## src/rtl/divider_pkg.sv

```systemverilog
// divider_pkg: shared defaults, result record and helpers for the
// pipelined divider output stage (divider_out_buf / divider_out_fifo).
package divider_pkg;

    localparam int DEF_M      = 4;
    localparam int DEF_SERIES = 5;
    localparam int DEF_DEPTH  = 4;
    localparam int DEF_LAT    = 5;

    // One finished division as it leaves the last cell.
    typedef struct packed {
        logic [DEF_SERIES-1:0] quotient;
        logic [DEF_M-1:0]      remainder;
        logic                  dz;
    } div_result_t;

    // Pointer width for a power-of-two FIFO of the given depth.
    function automatic int ptr_width(input int depth);
        return (depth > 1) ? $clog2(depth) : 1;
    endfunction

endpackage

```

## src/rtl/divider_out_fifo.sv

```systemverilog
// divider_out_fifo: result storage for the divider output stage.
// Ports: clk, rstn (async low), push/wdata in, pop in, rdata (head entry),
// count (occupancy), full, empty. A push while full is accepted only
// alongside a pop; a pop while empty is ignored. Storage is not reset.
module divider_out_fifo
    import divider_pkg::*;
#(
    parameter  int W     = DEF_SERIES + DEF_M + 1,
    parameter  int DEPTH = DEF_DEPTH,
    localparam int PW    = ptr_width(DEPTH),
    localparam int CW    = PW + 1
) (
    input  logic          clk,
    input  logic          rstn,
    input  logic          push,
    input  logic [W-1:0]  wdata,
    input  logic          pop,
    output logic [W-1:0]  rdata,
    output logic [CW-1:0] count,
    output logic          full,
    output logic          empty
);

    logic [W-1:0]  mem [DEPTH];
    logic [PW-1:0] wr_ptr;
    logic [PW-1:0] rd_ptr;
    logic          do_push;
    logic          do_pop;

    assign empty   = (count == '0);
    assign full    = (count == CW'(DEPTH));
    assign do_pop  = pop && !empty;
    assign do_push = push && (!full || do_pop);
    assign rdata   = mem[rd_ptr];

    always_ff @(posedge clk) begin
        if (do_push) begin
            mem[wr_ptr] <= wdata;
        end
    end

    always_ff @(posedge clk or negedge rstn) begin
        if (!rstn) begin
            wr_ptr <= '0;
            rd_ptr <= '0;
            count  <= '0;
        end else begin
            if (do_push) begin
                wr_ptr <= wr_ptr + PW'(1);
            end
            if (do_pop) begin
                rd_ptr <= rd_ptr + PW'(1);
            end
            if (do_push && !do_pop) begin
                count <= count + CW'(1);
            end else if (do_pop && !do_push) begin
                count <= count - CW'(1);
            end
        end
    end

endmodule

```

## src/rtl/divider_out_buf.sv

```systemverilog
// divider_out_buf: output stage after the last divider_cell. Queues results,
// hands them out on a valid/ready port, and issues credit so that every
// in-flight division is guaranteed a FIFO slot on arrival.
// Ports: clk, rstn (async low); issue in, credit_ok out; in_valid,
// in_merchant, in_remainder, in_dz in; out_valid, out_quotient,
// out_remainder, out_dz out, out_ready in; err (sticky) out.
// Macro DIV_OUT_STATS_EN adds stat_done / stat_dz pop counters.
module divider_out_buf
    import divider_pkg::*;
#(
    parameter int M      = DEF_M,
    parameter int SERIES = DEF_SERIES,
    parameter int DEPTH  = DEF_DEPTH,
    parameter int LAT    = DEF_LAT
) (
    input  logic              clk,
    input  logic              rstn,
    input  logic              issue,
    output logic              credit_ok,
    input  logic              in_valid,
    input  logic [SERIES-1:0] in_merchant,
    input  logic [M-1:0]      in_remainder,
    input  logic              in_dz,
    output logic              out_valid,
    input  logic              out_ready,
    output logic [SERIES-1:0] out_quotient,
    output logic [M-1:0]      out_remainder,
    output logic              out_dz,
`ifdef DIV_OUT_STATS_EN
    output logic [7:0]        stat_done,
    output logic [7:0]        stat_dz,
`endif
    output logic              err
);

    localparam int PW = ptr_width(DEPTH);
    localparam int CW = PW + 1;
    localparam int W  = SERIES + M + 1;

    if (LAT < 1 || DEPTH < 2 || (DEPTH & (DEPTH - 1)) != 0) begin : g_bad_cfg
        $error("divider_out_buf: LAT >= 1 and power-of-two DEPTH >= 2 needed");
    end

    logic [CW-1:0] count;
    logic [CW-1:0] inflight;
    logic [CW:0]   occupied;
    logic          full;
    logic          empty;
    logic          pop;
    logic [W-1:0]  rdata;
    logic          bad_issue;
    logic          bad_drop;
    logic          bad_orphan;

    divider_out_fifo #(
        .W     (W),
        .DEPTH (DEPTH)
    ) u_fifo (
        .clk   (clk),
        .rstn  (rstn),
        .push  (in_valid),
        .wdata ({in_merchant, in_remainder, in_dz}),
        .pop   (pop),
        .rdata (rdata),
        .count (count),
        .full  (full),
        .empty (empty)
    );

    assign {out_quotient, out_remainder, out_dz} = rdata;
    assign out_valid = !empty;
    assign pop       = out_valid && out_ready;

    // Slots already promised: queued entries plus divisions still in cells.
    assign occupied  = {1'b0, count} + {1'b0, inflight};
    assign credit_ok = occupied < (CW + 1)'(DEPTH);

    assign bad_issue  = issue && !credit_ok;
    assign bad_drop   = in_valid && full && !pop;
    assign bad_orphan = in_valid && (inflight == '0);

    always_ff @(posedge clk or negedge rstn) begin
        if (!rstn) begin
            inflight <= '0;
            err      <= 1'b0;
        end else begin
            if (issue && !in_valid && inflight != '1) begin
                inflight <= inflight + CW'(1);
            end else if (in_valid && !issue && inflight != '0) begin
                inflight <= inflight - CW'(1);
            end
            if (bad_issue || bad_drop || bad_orphan) begin
                err <= 1'b1;
            end
        end
    end

`ifdef DIV_OUT_STATS_EN
    always_ff @(posedge clk or negedge rstn) begin
        if (!rstn) begin
            stat_done <= '0;
            stat_dz   <= '0;
        end else if (pop) begin
            stat_done <= stat_done + 8'd1;
            if (out_dz) begin
                stat_dz <= stat_dz + 8'd1;
            end
        end
    end
`endif

endmodule

```

## config.mk

```make
export PLATFORM = sky130hd
export DESIGN_NAME = divider_out_buf
export DESIGN_NICKNAME = d
export VERILOG_FILES = /design/src/rtl/divider_pkg.sv /design/src/rtl/divider_out_fifo.sv /design/src/rtl/divider_out_buf.sv
export SDC_FILE = /design/constraint.sdc
export NUM_CORES = 1
export LEC_CHECK = 0
export BUFFER_PORTS_ARGS = -buffer_cell sky130_fd_sc_hd__clkbuf_2
export CAP_MARGIN = 0
export CORE_MARGIN = 2
export CORE_UTILIZATION = 57
export DETAILED_ROUTE_END_ITERATION = 8
export GPL_TIMING_DRIVEN = 0
export PLACE_DENSITY = 0.79
export SYNTH_ARGS = -nofsm -noshare
export SYNTH_HDL_FRONTEND = slang
export SYNTH_SLANG_ARGS = --single-unit
```

## constraint.sdc

```tcl
create_clock -name clk -period 2.4 [get_ports clk]
set_clock_uncertainty 0.15 [all_clocks]
set_input_delay 0.6 -clock clk [delete_from_list [all_inputs] [get_ports clk]]
set_output_delay 0.6 -clock clk [all_outputs]
set_load 0.02 [all_outputs]
```

==> impl_metrics.ini <==
[worst_setup_path]
cp.arrival_ps = 2420
required_ps = 2450
reg2reg_slack_ps = 30
path_class = flip-flop to flip-flop
crit_path_end_kind = flip-flop
critPathMaxFanout = 7
r2r-start = u_fifo.count[1]$_DFFE_PN0P_
startpoint = u_fifo.count[1]$_DFFE_PN0P_
reg2reg_depth = 8
critPathLaunchType = flip-flop
timing.rr.end = u_fifo.count[1]$_DFFE_PN0P_

[routing]
vias_per_cell = 5.75
wirelength_um = 4060
drc_errors = 0
wl_per_cell_um = 18.5
vias = 1259
drt-pass1-iter-count = 4
dr.first_iter.drc_count = 90
final_antenna_net_count = 0

[synthesis]
synth_cell_types = 41
syn-num-nets = 155
syn_area_per_cell_um2 = 17.1
synth-simple-area-share = 0.0719
synthAdderAreaFrac = 0.0569
synth_compound_area_frac = 0.0435
synth_area_mm2 = 0.00224
synthMuxAreaShare = 0.117
ys_seq_area_frac = 0.658
yosys_warnings = 0
synth_xor_xnor_area_share = 0.0234
netlist_instances = 131
ys_seq_elements = 51
synth_top_family_by_area = multiplexers
synth_async_sr_flop_share = 0.216
synth_edf_count = 40
synthFlopType = edfxtp_1

[sta]
maxSlewHeadroom = 0.735
fmax_mhz = 422
setup_viol = 0
worst_pin_slew_ps = 398
post-route-min-period_ps = 2370
finalHoldViolCount = 0
fin_crit_sh = 0.988
drv_slew = 0
rsz0062_at_grt = yes
worst_hold_slack_ps = 5.25
worst_slack_ps = 29.2

[grt]
grt_pass1_wl_um = 6590
antenna_found_initial = 0
grt_usage = 0.216
grt_max_degree = 18
grt_pass1_vias = 1343
gr-total-overflow = 0

[layout]
n_antenna_cell = 0
area_growth_pct = 16.3
final_core_util = 0.702
layout_common_cells = edfxtp_1, clkbuf_2, mux4_2
layoutNonFillerInstCount = 219
drive_gt1_frac = 0.421
final_common_cell = edfxtp_1
final_nets = 194
nFillCells = 244

[placement]
place_ws_ps = -62.9
place_congestion = 0.820
io_buffers = 27
dp_cells = 206
hpwl_um = 2750

[clock_network]
clock_latency_ps = 310
clk_path_buf_depth = 2
clock-sinks = 51
cts_made_buffers = 5
cts_root_buf = clkbuf_8
h-tree-depth = 2
cts_tree = built
clk_pin_slew_worst_paths_ps = 90

[run_status]
status = complete, no violations

[die]
die_w_um = 66.7
die_area_mm2 = 0.00445
io_pins = 28
start_util = 0.604
core.rowCount = 22
die_y_um = 66.7
fp.coreArea_mm2 = 0.00372

[pwr]
power_mw = 3.23
vdd_drop_max_v = 0.000606
p_per_area_mw_per_mm2 = 1240
power.leakage_nw = 0.990

[hold_path]
hold_class = input pin to async pin

[run]
drv_cap = 0
==> flip-flops by register name, summed over array words and instances, names as in the netlist <==
register and cells:
u_fifo.rd_ptr 2, u_fifo.wr_ptr 2, err 1, u_fifo.mem 40, u_fifo.count 3, inflight 3
==> how the worst max path moves through the flow <==
stage,cells after the start,slack (ps),endpoint
2_1_floorplan,3,40,credit_ok
3_3_place_gp,8,-5,u_fifo.count[1]$_DFFE_PN0P_
3_5_place_dp,8,-60,u_fifo.count[1]$_DFFE_PN0P_
4_1_cts,3,8,out_quotient[2]
5_1_grt,8,-50,u_fifo.count[1]$_DFFE_PN0P_
6_report,8,30,u_fifo.count[1]$_DFFE_PN0P_
==> routing by layer <==
| metal | global-route usage | vias to the layer above | part of all wire |
|---|---|---|---|
| li1 | - | 577 | - |
| met1 | 0.256 | 629 | 0.39 |
| met2 | 0.358 | 41 | 0.53 |
| met3 | 0.0676 | 12 | 0.049 |
| met4 | 0.107 | 0 | 0.028 |
| met5 | 0 | - | 0 |
==> layout make-up <==
class                   instances  area (um^2)  area share
well taps                      48         60.1      0.0230
inverters                       7         26.3      0.0101
flip-flops and latches         51         1480       0.568
clock buffers                   5         68.8      0.0264
clock inverters                 3         25.0     0.00959
repair buffers                 32          175      0.0671
multi-input cells              67          724       0.278
plain buffers                   6         47.5      0.0182
==> critical path, stage by stage, from the launching register on <==
cell and delay, ps:
dfrtp_2 440, buf_4 150, nor4b_2 320, nor2b_1 120, buf_6 150, ha_2 180, inv_1 70, fa_1 400
mux2_2 280
==> where the power goes <==
part	internal [mW]	leakage, nW	switching (mW)
registers	1.20	0.490	0.114
logic	0.660	0.456	0.760
clock network	0.209	0.0443	0.294
==> cell families after synthesis <==
family,count (synthesis)
xor+xnor,6
flops,51
compound gates,14
mux,13
fa+ha+maj,9
simple gates,25
buf+inv,13
==> repair_timing <==
item	in CTS	in global routing
buffers inserted	3	2
pin swaps	0	0
gates resized for setup	8	5
cloned	0	0
setup endpoints to repair	9	11
hold buffers	0	0
==> synth_stat cells, types with 2 or more instances <==
cell / number / area (um^2)
a21oi_1: 2 / 10.0
and2_2: 4 / 30.0
buf_2: 2 / 10.0
buf_4: 2 / 15.0
dfrtp_1: 11 / 275
edfxtp_1: 40 / 1200
fa_1: 2 / 40.0
ha_1: 7 / 87.6
inv_1: 7 / 26.3
mux4_2: 10 / 225
nand2_1: 3 / 11.3
nand3_1: 2 / 10.0
nor2_1: 3 / 11.3
nor2b_1: 3 / 18.8
o21ai_0: 3 / 15.0
xnor2_1: 4 / 35.0
xor2_1: 2 / 17.5
==> through the flow <==
| stage | cell area, um^2 | TNS, ps |
|---|---|---|
| 3_5_place_dp | 2440 | -62.9 |
| 4_1_cts | 2580 | 0 |
| 3_3_place_gp | 2440 | -4.86 |
| 6_report | 2610 | 0 |
| 5_1_grt | 2610 | -107 |
| 2_1_floorplan | 2240 | 0 |
Power figures use the tool's default switching activity.
